**src/rtl/sad_col_if.sv**
```systemverilog
// Column handshake bundle between candidate fetch and the SAD scheduler.
// col_valid/col_data come from the producer; col_ready is returned by the consumer.
interface sad_col_if;
  logic        col_valid;
  logic        col_ready;
  logic [99:0] col_data;

  modport master (
    output col_valid,
    output col_data,
    input  col_ready
  );

  modport slave (
    input  col_valid,
    input  col_data,
    output col_ready
  );
endinterface

```
**src/rtl/sad_column_scheduler.sv**
```systemverilog
// Column-SAD scheduler: popcounts 100-bit XOR'd columns, sums NCOL per
// candidate and tracks min SAD/index over NCAND candidates.
// Ports: clk, rst (async high), start, col (slave handshake: valid/ready/data),
// busy, cand_valid/cand_sad (per candidate), done/best_sad/best_idx (per search).

module treeadder (
  input  logic [99:0] din,
  output logic [7:0]  cnt
);
  always_comb begin
    cnt = '0;
    for (int i = 0; i < 100; i++)
      cnt = cnt + 8'(din[i]);
  end
endmodule

module sad_column_scheduler #(
  parameter int NCOL  = 16,
  parameter int NCAND = 8,
  localparam int SAD_W = $clog2(NCOL*100+1),
  localparam int IDX_W = $clog2(NCAND),
  localparam int COL_W = $clog2(NCOL)
) (
  input  logic             clk,
  input  logic             rst,
  input  logic             start,
  sad_col_if.slave         col,
  output logic             busy,
  output logic             cand_valid,
  output logic [SAD_W-1:0] cand_sad,
  output logic             done,
  output logic [SAD_W-1:0] best_sad,
  output logic [IDX_W-1:0] best_idx
);

  localparam logic [1:0] IDLE  = 2'd0;
  localparam logic [1:0] RUN   = 2'd1;
  localparam logic [1:0] DRAIN = 2'd2;
  localparam logic [1:0] DONE  = 2'd3;

  logic [1:0]       state;
  logic [COL_W-1:0] col_cnt;
  logic [IDX_W-1:0] cand_cnt;
  logic [99:0]      din_q;
  logic             p_v;
  logic             p_last;
  logic [IDX_W-1:0] p_idx;
  logic [SAD_W-1:0] acc;
  logic [7:0]       pop;
  logic [SAD_W-1:0] sum;
  logic             accept;
  logic             last_col;
  logic             last_cand;

  treeadder u_tree (
    .din (din_q),
    .cnt (pop)
  );

  assign col.col_ready = (state == RUN);
  assign busy          = (state != IDLE);
  assign accept        = col.col_valid & col.col_ready;
  assign last_col      = (col_cnt == COL_W'(NCOL-1));
  assign last_cand     = (cand_cnt == IDX_W'(NCAND-1));
  assign sum           = acc + SAD_W'(pop);

  always_ff @(posedge clk or posedge rst) begin
    if (rst) begin
      state      <= IDLE;
      col_cnt    <= '0;
      cand_cnt   <= '0;
      din_q      <= '0;
      p_v        <= 1'b0;
      p_last     <= 1'b0;
      p_idx      <= '0;
      acc        <= '0;
      cand_valid <= 1'b0;
      cand_sad   <= '0;
      done       <= 1'b0;
      best_sad   <= '1;
      best_idx   <= '0;
    end else begin
      cand_valid <= 1'b0;
      done       <= (state == DRAIN);
      p_v        <= 1'b0;

      unique case (state)
        IDLE: begin
          if (start) begin
            state    <= RUN;
            col_cnt  <= '0;
            cand_cnt <= '0;
            acc      <= '0;
            best_sad <= '1;
            best_idx <= '0;
          end
        end
        RUN: begin
          if (accept) begin
            din_q  <= col.col_data;
            p_v    <= 1'b1;
            p_last <= last_col;
            p_idx  <= cand_cnt;
            if (last_col) begin
              col_cnt <= '0;
              if (last_cand) begin
                cand_cnt <= '0;
                state    <= DRAIN;
              end else begin
                cand_cnt <= cand_cnt + 1'b1;
              end
            end else begin
              col_cnt <= col_cnt + 1'b1;
            end
          end
        end
        DRAIN: state <= DONE;
        DONE:  state <= IDLE;
        default: state <= IDLE;
      endcase

      // Stage 2 only ever holds a column in RUN/DRAIN, so it never
      // collides with the start-time clears above.
      if (p_v) begin
        if (p_last) begin
          cand_sad   <= sum;
          cand_valid <= 1'b1;
          acc        <= '0;
          // Strict compare: ties keep the earlier candidate.
          if (sum < best_sad) begin
            best_sad <= sum;
            best_idx <= p_idx;
          end
        end else begin
          acc <= sum;
        end
      end
    end
  end

endmodule

```
**src/flat_wrapper.sv**
```systemverilog
// flat-port wrapper written by rule: the top's interface ports become plain ports
module sad_column_scheduler_flat 
#(
  parameter int NCOL  = 16,
  parameter int NCAND = 8,
  localparam int SAD_W = $clog2(NCOL*100+1),
  localparam int IDX_W = $clog2(NCAND),
  localparam int COL_W = $clog2(NCOL)
)
  (clk, rst, start, busy, cand_valid, cand_sad, done, best_sad, best_idx, col_col_valid, col_col_data, col_col_ready);
  sad_col_if col_i ();
  input  logic clk;
  input  logic rst;
  input  logic start;
  output logic busy;
  output logic cand_valid;
  output logic [SAD_W-1:0] cand_sad;
  output logic done;
  output logic [SAD_W-1:0] best_sad;
  output logic [IDX_W-1:0] best_idx;
  input wire logic [$bits(col_i.col_valid)-1:0] col_col_valid;
  input wire logic [$bits(col_i.col_data)-1:0] col_col_data;
  output wire logic [$bits(col_i.col_ready)-1:0] col_col_ready;
  assign col_i.col_valid = col_col_valid;
  assign col_i.col_data = col_col_data;
  assign col_col_ready = col_i.col_ready;
  sad_column_scheduler #(.NCOL(NCOL), .NCAND(NCAND)) u_core (.clk(clk), .rst(rst), .start(start), .col(col_i), .busy(busy), .cand_valid(cand_valid), .cand_sad(cand_sad), .done(done), .best_sad(best_sad), .best_idx(best_idx));
endmodule
```
**config.mk**
```make
export PLATFORM = sky130hd
export DESIGN_NAME = sad_column_scheduler_flat
export DESIGN_NICKNAME = d
export VERILOG_FILES = /design/src/rtl/sad_col_if.sv /design/src/rtl/sad_column_scheduler.sv /design/src/flat_wrapper.sv
export SDC_FILE = /design/constraint.sdc
export NUM_CORES = 1
export LEC_CHECK = 0
export CAP_MARGIN = 10
export CELL_PAD_IN_SITES_DETAIL_PLACEMENT = 1
export CELL_PAD_IN_SITES_GLOBAL_PLACEMENT = 2
export CORE_AREA = 2 2 164 166
export CTS_CLUSTER_SIZE = 24
export DETAILED_ROUTE_END_ITERATION = 8
export DIE_AREA = 0 0 166 168
export PLACE_DENSITY = 0.86
export SYNTH_ARGS = -nofsm -noshare
export SYNTH_HDL_FRONTEND = slang
export SYNTH_SLANG_ARGS = --single-unit
```
**constraint.sdc**
```tcl
create_clock -name clk -period 11.92 [get_ports clk]
set_input_delay 1.192 -clock clk [delete_from_list [all_inputs] [get_ports clk]]
set_output_delay 1.192 -clock clk [all_outputs]
set_load 0.005 [all_outputs]
```
# Yosys cells after proc, flatten, opt, wreduce, memory -nomap -nowiden
# Index checks and enable logic that the tools add are counted.
[classes]
addsub = 102
multipliers = 0
n_div = 0
order_cmp = 1
n_eq_ne = 9
shift = 0
mux = 32
bitwise = 1
n_reduce_logical = 11
[op_table]
columns = ["operator", "n"]
rows = [
  ["$add 8x1->8", 92],
  ["$mux 11", 9],
  ["$mux 3", 9],
  ["$mux 4", 3],
  ["$add 11x8->11", 1],
  ["$lt 11x11->1", 1],
  ["$add 7x1->8", 1],
  ["$mux 2", 4],
  ["$ne 2x2->1 const B", 4],
  ["$pmux 2 s4", 1],
  ["$pmux 4 s2", 1],
  ["$reduce_and 4->1", 2],
  ["$reduce_bool 2->1", 4],
  ["$add 6x1->7", 1],
  ["$add 5x1->6", 1],
  ["$pmux 3 s2", 1],
  ["$reduce_and 2->1", 3],
  ["$add 4x1->5", 1],
  ["$add 3x1->4", 1],
  ["$add 4x1->4 const B", 1],
  ["$eq 2x2->1 const B", 2],
  ["$eq 4x4->1 const B", 1],
  ["$mux 1", 4],
  ["$add 2x1->3", 1],
  ["7 further kinds", 7],
]
[word_totals]
reg_bits = 152
latch_bits = 0
ramBits = 0
rom_bits = 0
in_bits = 104
out_inout_bits = 29
memories = 0

# Longest topological paths before layout
# Gate-level depths: netlist of the first run.
[depth]
word_depth = 104
depth_mapped = 31
ltp_nobuf = 29

# By module
# Synthesis of the first run repeated with hierarchy kept, for this count alone.
[hier_totals]
cells_unflattened = 785
hier_area_um2 = 9345.2
[modules_own_cells]
columns = ["module", "n_inst", "cells_each", "area_per_inst_um2"]
rows = [
  ["sad_column_scheduler", 1, 510, 6620.1],
  ["treeadder", 1, 275, 2725.1],
]

# Worst setup path before layout of the first run
# OpenSTA, ideal clock, no wires.
[synth_timing]
path_kind = "reg2reg"
from = "register u_core.din_q[82]"
to = "register u_core.best_sad[0]"
arrival_time_ns = 8.359
t_required_ns = 11.845
slack_ns = 3.487
stages_incl_launch_ff = 31
path_buffers = 1
path_cell_list = "dfrtp_1 > fa_1 > inv_1 > fa_1 > inv_1 > fa_1 > inv_1 > fa_1 > inv_1 > fa_1 > inv_1 > fa_1 > inv_1 > fa_1 > fa_1 > inv_1 > fa_1 > fa_1 > fa_1 > nand2b_1 > a21oi_1 > a31oi_4 > mux2i_1 > inv_1 > ha_1 > nand4_1 > nor3_1 > o21ai_0 > o2111ai_1 > buf_4 > mux2i_1"
[synth_via]
elab_chain_cells = 23
[synth_lines]
columns = ["element", "line_no", "source"]
rows = [
  ["start: declaration", "sad_column_scheduler.sv:44", "logic [99:0] din_q;"],
  ["start signal: assignment", "sad_column_scheduler.sv:100", "din_q <= col.col_data;"],
  ["$add 8x1->8 (18 in series)", "sad_column_scheduler.sv:13", "cnt = cnt + 8'(din[i]);"],
  ["$add 11x8->11", "sad_column_scheduler.sv:65", "assign sum = acc + SAD_W'(pop);"],
  ["net u_core.sum[10]", "sad_column_scheduler.sv:50", "logic [SAD_W-1:0] sum;"],
  ["$lt 11x11->1", "sad_column_scheduler.sv:130", "if (sum < best_sad) begin"],
  ["$mux 11", "sad_column_scheduler.sv:130", ""],
  ["$mux 11", "sad_column_scheduler.sv:125", "if (p_last) begin"],
  ["$mux 11", "sad_column_scheduler.sv:124", "if (p_v) begin"],
  ["end signal: assignment", "sad_column_scheduler.sv:131", "best_sad <= sum;"],
  ["end: declaration", "sad_column_scheduler.sv:32", "output logic [SAD_W-1:0] best_sad,"],
]
# The timed path passes the listed nets, and every way through them passes these cells.
# A chain may end at the register's enable or synchronous reset.

# Worst setup path in the final report of the first run
[layout_timing]
from = "register u_core.din_q[82]"
to = "register u_core.best_idx[1]"
[layout_via]
elab_chain_cells = 23
[layout_lines]
columns = ["element", "line_no", "source"]
rows = [
  ["$add 8x1->8 (18 in series)", "sad_column_scheduler.sv:13", ""],
  ["$add 11x8->11", "sad_column_scheduler.sv:65", ""],
  ["net u_core.sum[10]", "sad_column_scheduler.sv:50", ""],
  ["$lt 11x11->1", "sad_column_scheduler.sv:130", ""],
  ["$mux 3", "sad_column_scheduler.sv:130", ""],
  ["$mux 3", "sad_column_scheduler.sv:125", ""],
  ["$mux 3", "sad_column_scheduler.sv:124", ""],
  ["end signal: assignment", "sad_column_scheduler.sv:132", "best_idx <= p_idx;"],
  ["end: declaration", "sad_column_scheduler.sv:33", "output logic [IDX_W-1:0] best_idx"],
]
# The timed path passes the listed nets, and every way through them passes these cells.

==> results.tsv, run 1 <==
metric	value	unit
crit_family	adder cells	
grt_first_pass_wirelength	34.18	mm
grt-ovfl-total	0	
ff2ff_setup_slack	2690	ps
start_kind	flop	
pin_count	133	
required	12230	ps
slowest_delay	550	ps
coreArea	26350	um2
antenna_cells	0	
htree_levels	4	
synth_nets	1069	
ys.warnings.count	0	
fp.dieH	168	um
rows	60	
syn_inst	823	
synth_top_cell_by_area	dfrtp_1	
cts_tree	done	
timing.rr.start	u_core.din_q[82]	
cap_violations	0	
maxSlewHeadroom	29.69	%
netlist_area	9241	um2
use_met1	20.93	%
hold_path.class	reg -> reg	
io_buffers	132	
syn_to_final_growth	24.44	%
place_congestion	0.7842	
finalSetupTns	0	ps
cts_num_sinks	152	
synth-main-ff-cell	dfrtp_1	
clk_latency	430	ps
min_from	u_core.cand_sad[7]	
grt_max_degree	96	
nets	1198	
tightest_slew	1055	ps
routed_wl	20.51	mm
post-cts-setup-buffers	0	
min_period_over_period	77.39	%
path_class	reg -> reg	
rsz0062_at_grt	no	
post_cts_resized	0	
fmax	108.4	MHz
wl_per_cell	15.70	um
routed_via_density	4.563	
syn_area_per_cell	11.23	um2
yosys-top-cells-area	dfrtp_1 38%, fa_1 20%, mux2_2 8.2%, inv_1 7.2%, ha_1 6.9%	
cp_slowest_cell	fa_1	
status	finished clean	
path_buf_inv	9	
cts_buffers	17	
worst_setup_path_end_kind	flop	
final_util	43.64	%
drive_gt1_share	12.64	%
grt.met2_usage	25.49	%
grtUsageMet3	3.032	%
clockRootBuffer	clkbuf_16	
drt_iter0_markers	259	
initial_core_util	35.07	%
die_area	27890	um2
yosysSeqAreaShare	41.31	%
fill_cells	2838	
route.detailed.drc	0	
hpwl	15.72	mm
worstPathArrival	9530	ps
synth_edf_count	0	
top_usage_layer	met2	
crit_top_cell	fa_1	
synthDistinctLibCells	52	
die_w	166	um
vias	5959	
first_pass_iters	4	
holdBufCountCts	0	
finalClockSkew	11.85	ps
post-route-min-period	9225	ps
async_reset_ff_share	100.0	%
synth_top_area_share	38.18	%
ys_seq_elements	152	
cp-startpoint	u_core.din_q[82]	
maxSlewViolCount	0	
clk_pin_slew	60	ps
cts_buffer_depth	2	
ant_nets	0	
grt_pass1_vias	6548	
grtUsageTotal	15.49	%
setup_viol	0	
hold_viol	0	
antenna_found_initial	0	
crit_fanout	13	
==> logic make-up (layout without fill, tap and decap cells) <==
family / count (synthesis) / after routing / share of synthesized area [%]
buffers and inverters: 203 / 345 / 8.489
adder cells (fa/ha/maj): 142 / 142 / 26.62
flip-flops: 152 / 152 / 41.31
multiplexers: 82 / 82 / 9.789
AND/OR/NAND/NOR: 131 / 131 / 6.283
AO/OA/AOI/OAI: 106 / 106 / 6.770
XOR/XNOR: 7 / 7 / 0.7448
==> registers in the layout (all words and copies together), names as in the netlist <==
name / flops
u_core.din_q: 100
u_core.acc: 11
u_core.best_sad: 11
u_core.cand_sad: 11
u_core.col_cnt: 4
u_core.best_idx: 3
u_core.cand_cnt: 3
u_core.p_idx: 3
u_core.state: 2
u_core.cand_valid: 1
u_core.done: 1
u_core.p_last: 1
u_core.p_v: 1
==> cell type report <==
cell class	instances	area [um2]	share of cell area, %
multi-input combinational	468	4642	40.37
sequential	152	3817	33.20
timing repair buffer	135	1344	11.69
inverter	178	673.1	5.854
clock buffer	20	456.7	3.971
tap	341	426.7	3.710
clock inverter	12	140.1	1.219
==> synth_stat cells, types with 4 or more instances <==
| library cell | n |
|---|---|
| inv_1 | 178 |
| dfrtp_1 | 141 |
| fa_1 | 91 |
| nand2_1 | 78 |
| o21ai_0 | 72 |
| mux2_2 | 67 |
| ha_1 | 51 |
| nor2_1 | 21 |
| mux2i_1 | 15 |
| clkbuf_1 | 12 |
| dfstp_2 | 11 |
| buf_2 | 9 |
| nand2b_1 | 6 |
| a21oi_1 | 5 |
| nor2b_1 | 5 |
| a211oi_1 | 4 |
| nand3_1 | 4 |
| o21ai_1 | 4 |
==> through the flow <==
stage	cells	worst slack, ps	hold WS (ps)	cell area [um2]
finish	1306	2695	484.7	11500
detailed placement	1274	2690	479.7	10900
global placement	1274	2946	466.4	10900
floorplan	823	3487	453.8	9241
CTS	1306	2659	494.3	11500
global route	1306	2256	528.3	11500
==> cell usage in the layout (no fill, tap or decap), types with 3 or more instances in the layout <==
| cell | instances |
|---|---|
| inv_1 | 177 |
| dfrtp_1 | 141 |
| clkdlybuf4s50_1 | 132 |
| fa_1 | 91 |
| nand2_1 | 78 |
| o21ai_0 | 72 |
| mux2_2 | 67 |
| ha_1 | 51 |
| nor2_1 | 21 |
| clkbuf_16 | 17 |
| mux2i_1 | 15 |
| dfstp_2 | 11 |
| nand2b_1 | 6 |
| nor2b_1 | 5 |
| a21oi_1 | 5 |
| inv_6 | 5 |
| a211oi_1 | 4 |
| o21ai_1 | 4 |
| nand3_1 | 4 |
| xor2_1 | 3 |
| xnor2_1 | 3 |
| a31oi_1 | 3 |
| a21o_1 | 3 |
| nand4_1 | 3 |
| clkinvlp_4 | 3 |
| buf_4 | 3 |
==> worst reg2reg max path, delay by kind of cell (launching register included) <==
family	cells	cell delay (ps)
flip-flops	1	410
adder cells (fa/ha/maj)	12	5930
multiplexers	2	740
buffers and inverters	9	780
AND/OR/NAND/NOR	3	540
AO/OA/AOI/OAI	4	700
==> metal layers <==
| layer | part of all wire [%] | wire, um |
|---|---|---|
| met2 | 49 | 10000 |
| met1 | 47 | 9647 |
| met3 | 2.9 | 594 |
| met5 | 0 | 0 |
| met4 | 1.3 | 262 |
==> final timing paths <==
kind | end | cells past startpoint
setup / recovery | u_core.best_idx[1] | 30
hold / removal | u_core.cand_sad[7] | 2
setup reg to reg | u_core.best_idx[1] | 30
hold reg to reg | u_core.cand_sad[7] | 2
max in group asynchronous | u_core.din_q[25] | 3
min in group asynchronous | u_core.state[1] | 2
Power of run 1 is left out: the tool's default activity adds up to more than one toggle a clock period on the data nets, which glitch-free logic cannot reach.
==> run 2: changes to the inputs <==
--- a/config.mk
+++ b/config.mk
@@ -8,11 +8,11 @@
 export CAP_MARGIN = 10
 export CELL_PAD_IN_SITES_DETAIL_PLACEMENT = 1
 export CELL_PAD_IN_SITES_GLOBAL_PLACEMENT = 2
-export CORE_AREA = 2 2 164 166
+export CORE_AREA = 2 2 171 173
 export CTS_CLUSTER_SIZE = 24
 export DETAILED_ROUTE_END_ITERATION = 8
-export DIE_AREA = 0 0 166 168
-export PLACE_DENSITY = 0.86
+export DIE_AREA = 0 0 173 175
+export PLACE_DENSITY = 0.83
 export SYNTH_ARGS = -nofsm -noshare
 export SYNTH_HDL_FRONTEND = slang
 export SYNTH_SLANG_ARGS = --single-unit
==> constraint.sdc (replaced) <==
create_clock -name clk -period 7.8 [get_ports clk]
set_input_delay 0.78 -clock clk [delete_from_list [all_inputs] [get_ports clk]]
set_output_delay 0.78 -clock clk [all_outputs]
set_load 0.005 [all_outputs]
==> results.tsv, run 2 (same netlist as run 1, synthesis figures left out) <==
metric	value	unit	change
holdBufCountCts	0		unchanged
grt_first_pass_wirelength	36.41	mm	+6.5%
htree_levels	4		unchanged
setup_viol	14		+14
ff2ff_setup_slack	-320	ps	-3020 ps
grt_max_degree	94		-2.1%
worstPathArrival	8450	ps	-1080 ps
grt_pass1_vias	6924		+5.7%
regMostFlops	u_core.din_q		
cp_slowest_cell	fa_1		
clk_latency	440	ps	about the same
start_kind	flop		
routed_via_density	4.384		-3.9%
antenna_cells	0		unchanged
crit_top_cell	fa_1		
maxSlewViolCount	0		unchanged
fmax	123.1	MHz	+14%
maxSlewHeadroom	31.89	%	+2.2 points
required	8120	ps	-4110 ps
fp.dieH	175	um	+4.2%
coreArea	28390	um2	+7.7%
route.detailed.drc	0		unchanged
design_area	11840	um2	+2.9%
hold_end	u_core.cand_sad[1]		
final_cell_mix	169 x inv_1, 141 x dfrtp_1, 132 x clkdlybuf4s50_1		
grtUsageMet3	3.003	%	-0.030 points
wl_per_cell	15.51	um	-1.3%
ant_nets	0		unchanged
timing.rr.start	u_core.din_q[86]		
path_class	reg -> reg		
die_w	173	um	+4.2%
finalClockSkew	17.04	ps	+5.185 ps
slowest_delay	530	ps	-20 ps
routed_wl	21.34	mm	+4.0%
status	finished with violations		
clockRootBuffer	clkbuf_16		
post-route-min-period	8123	ps	-1102 ps
min_period_over_period	104.1	%	+27 points
clk_pin_slew	70	ps	about the same
drt_iter0_markers	198		-24%
instances_no_fill	1376		+5.4%
largest_reg_flops	100		unchanged
rows	62		+3.3%
first_pass_iters	4		unchanged
crit_family	adder cells		
vias	6032		+1.2%
rsz0062_at_grt	yes		
pre_cts_slack	-377.2	ps	-3067 ps
top_usage_layer	met2		
cts_tree	done		
drive_gt1_share	17.04	%	+4.4 points
antenna_found_initial	0		unchanged
die_area	30280	um2	+8.6%
nets	1225		+2.3%
initial_core_util	32.55	%	-2.5 points
place_congestion	0.7684		-2.0%
hold_viol	0		unchanged
grtUsageTotal	15.19	%	-0.30 points
hold_path.class	reg -> reg		
cts_buffers	17		unchanged
grt-ovfl-total	0		unchanged
hpwl	16.62	mm	+5.7%
dp.cells	1341		+5.3%
path_buf_inv	9		unchanged
crit_fanout	4		-9
worst_setup_path_end_kind	flop		
holdPathStages	2		unchanged
finalSetupTns	-3676	ps	-3676 ps
io_buffers	132		unchanged
fin_ws	-323.5	ps	-3018 ps
min_from	u_core.cand_sad[1]		
cap_violations	0		unchanged
use_met1	20.78	%	-0.15 points
cts_num_sinks	152		unchanged
worstReg2RegEnd	u_core.best_idx[2]		
r2r_cells	30		unchanged
fill_cells	3123		+10%
pin_count	133		unchanged
cts_buffer_depth	2		unchanged
final_common_cell	inv_1		
grt.met2_usage	24.93	%	-0.56 points
postPlaceCellArea	11210	um2	+2.8%
violations	negative setup slack		
syn_to_final_growth	28.11	%	
tightest_slew	1022	ps	-33.07 ps
## run 2: cell type report
class | instances | area [um2] | area share [%]
Clock buffer | 18 | 439.2 | 3.710
Timing Repair Buffer | 162 | 1554 | 13.13
Clock inverter | 14 | 145.1 | 1.226
Multi-Input combinational cell | 468 | 4730 | 39.95
Inverter | 178 | 673.1 | 5.686
Tap cell | 384 | 480.5 | 4.058
Sequential cell | 152 | 3817 | 32.24
## run 2: how the worst max path moves through the flow
stage,start,cells past startpoint,to
after CTS,u_core.din_q[76],30,u_core.best_idx[2]
after global placement,u_core.din_q[76],29,u_core.best_idx[2]
after global routing,u_core.din_q[76],30,u_core.best_idx[2]
after detailed placement,u_core.din_q[86],29,u_core.best_idx[2]
final,u_core.din_q[86],30,u_core.best_idx[2]
after floorplan,u_core.din_q[86],30,u_core.best_sad[0]
## run 2: repair_timing
action                     in CTS  in global routing
pin swaps                       1                  0
buffers inserted                2                  1
setup endpoints to repair      14                 14
gates resized for setup         7                  5
## run 2: per-stage QoR
stage / hold WS, ps / utilization (%)
2_1_floorplan: 453.8 / -
3_3_place_gp: 467.1 / 39.48
3_5_place_dp: 469.8 / 39.48
4_1_cts: 484.6 / 41.67
5_1_grt: 516.9 / 41.70
6_report: 477.2 / 41.70
## run 2: tightest hold or removal path: cells and delay by family (launching register included)
family,cells,cell delay [ps]
compound gates,1,60
flops,1,340
simple gates,1,40
## run 2: per-layer routing
layer,vias to the layer above,share of wire [%]
met1,3043,48
li1,2894,-
met4,0,0.89
met5,-,0
met3,9,2.8
met2,86,49
Power of run 2 is left out for the same reason.
==> run 3: changes to the inputs <==
--- a/config.mk
+++ b/config.mk
@@ -12,6 +12,7 @@
 export CTS_CLUSTER_SIZE = 24
 export DETAILED_ROUTE_END_ITERATION = 8
 export DIE_AREA = 0 0 173 175
+export MAX_ROUTING_LAYER = met4
 export PLACE_DENSITY = 0.83
 export SYNTH_ARGS = -nofsm -noshare
 export SYNTH_HDL_FRONTEND = slang
==> results.tsv, run 3 (same netlist as run 1, synthesis figures left out) <==
metric	value	unit	change
clk_pin_slew	70	ps	about the same
crit_fanout	4		unchanged
die_w	173	um	unchanged
final_common_cell	inv_1		
hpwl	16.62	mm	unchanged
worstPathArrival	8440	ps	about the same
route.detailed.drc	0		unchanged
hold_viol	0		unchanged
maxSlewViolCount	0		unchanged
holdBufCountCts	0		unchanged
required	8110	ps	about the same
cap_violations	0		unchanged
regArea	3817	um2	unchanged
regMostFlops	u_core.din_q		
htree_levels	4		unchanged
final_cell_mix	168 x inv_1, 141 x dfrtp_1, 132 x clkdlybuf4s50_1		
cts_tree	done		
fill_cells	3123		unchanged
grt.met2_usage	24.83	%	-0.10 points
drive_gt1_share	17.14	%	+0.10 points
rsz0062_at_grt	yes		
pin_count	133		unchanged
clockRootBuffer	clkbuf_16		
cts_num_sinks	152		unchanged
multi_input_area	4730	um2	unchanged
min_period_over_period	104.2	%	about the same
antenna_found_initial	0		unchanged
maxSlewHeadroom	32.50	%	+0.61 points
post-route-min-period	8129	ps	+5.829 ps
grt_max_degree	94		unchanged
path_class	reg -> reg		
routed_wl	21.24	mm	-0.45%
grtUsageMet3	2.611	%	-0.39 points
syn_to_final_growth	28.11	%	unchanged
fin_ws	-329.3	ps	-5.829 ps
io_buffers	132		unchanged
violations	negative setup slack		
place_congestion	0.7787		+1.3%
status	finished with violations		
rows	62		unchanged
hold_path.class	reg -> reg		
start_kind	flop		
fmax	123.0	MHz	about the same
coreArea	28390	um2	unchanged
routed_via_density	4.396		+0.28%
worst_setup_path_end_kind	flop		
cts_buffers	17		unchanged
finalSetupTns	-3755	ps	-78.58 ps
largest_reg_flops	100		unchanged
initial_core_util	32.55	%	unchanged
vias	6049		+0.28%
first_pass_iters	4		unchanged
fp.dieH	175	um	unchanged
drt_iter0_markers	206		+4.0%
slowest_delay	530	ps	about the same
nets	1225		unchanged
setup_viol	14		unchanged
use_met1	20.99	%	+0.21 points
grt_pass1_vias	6921		-0.043%
cp_slowest_cell	fa_1		
grt_first_pass_wirelength	36.38	mm	about the same
wl_per_cell	15.44	um	-0.45%
grt-ovfl-total	0		unchanged
tightest_slew	1013	ps	-9.119 ps
clk_latency	430	ps	about the same
ant_nets	0		unchanged
die_area	30280	um2	unchanged
top_usage_layer	met2		
grtUsageTotal	15.61	%	+0.42 points
finalClockSkew	14.66	ps	-2.376 ps
crit_top_cell	fa_1		
antenna_cells	0		unchanged
cts_buffer_depth	2		unchanged
-- run 3: area by class of cell --
cell class	count	area share, %
multi-input combinational	468	39.95
clock inverter	14	1.226
inverter	178	5.686
sequential	152	32.24
clock buffer	18	3.710
timing repair buffer	162	13.13
tap	384	4.058
-- run 3: worst paths after layout --
| kind | depth (start not counted) | endpoint | from | slack [ps] |
|---|---|---|---|---|
| hold / removal | 2 | u_core.cand_sad[1] | u_core.cand_sad[1] | 480 |
| max in group asynchronous | 3 | u_core.din_q[19] | rst | 5470 |
| min in group asynchronous | 2 | u_core.din_q[76] | rst | 840 |
| hold reg to reg | 2 | u_core.cand_sad[1] | u_core.cand_sad[1] | 480 |
| setup / recovery | 30 | u_core.best_idx[2] | u_core.din_q[86] | -330 |
| setup reg to reg | 30 | u_core.best_idx[2] | u_core.din_q[86] | -330 |
-- run 3: per-layer routing --
layer / part of all wire (%) / vias up / wire [um]
met5: 0 / - / 0
met4: 0.93 / 0 / 197
met3: 2.5 / 13 / 532
met2: 49 / 84 / 10310
met1: 48 / 3061 / 10200
li1: - / 2891 / -
-- run 3: through the flow --
stage	util (%)	hold WS [ps]	instance area (um2)	setup WS [ps]	cells
after floorplan	-	453.8	9318	7.877	823
after global placement	39.48	467.1	11210	-231.7	1341
after detailed placement	39.48	469.8	11210	-377.2	1341
after CTS	41.67	484.6	11830	-367.8	1375
after global routing	41.70	516.9	11840	-640.0	1376
final	41.70	477.2	11840	-329.3	1376
-- run 3: timing repair --
item | in CTS | in global routing
resized for setup | 7 | 6
pin swaps | 1 | 1
setup endpoints to repair | 14 | 14
setup buffers | 2 | 1
cloned | 0 | 0
-- run 3: critical path: cells and delay by family (launching register included) --
| family | cells | cell delay, ps |
|---|---|---|
| flops | 1 | 400 |
| simple gates | 3 | 440 |
| fa+ha+maj | 12 | 5480 |
| mux | 2 | 560 |
| compound gates | 4 | 550 |
| buf+inv | 9 | 570 |
Power of run 3 is left out for the same reason.
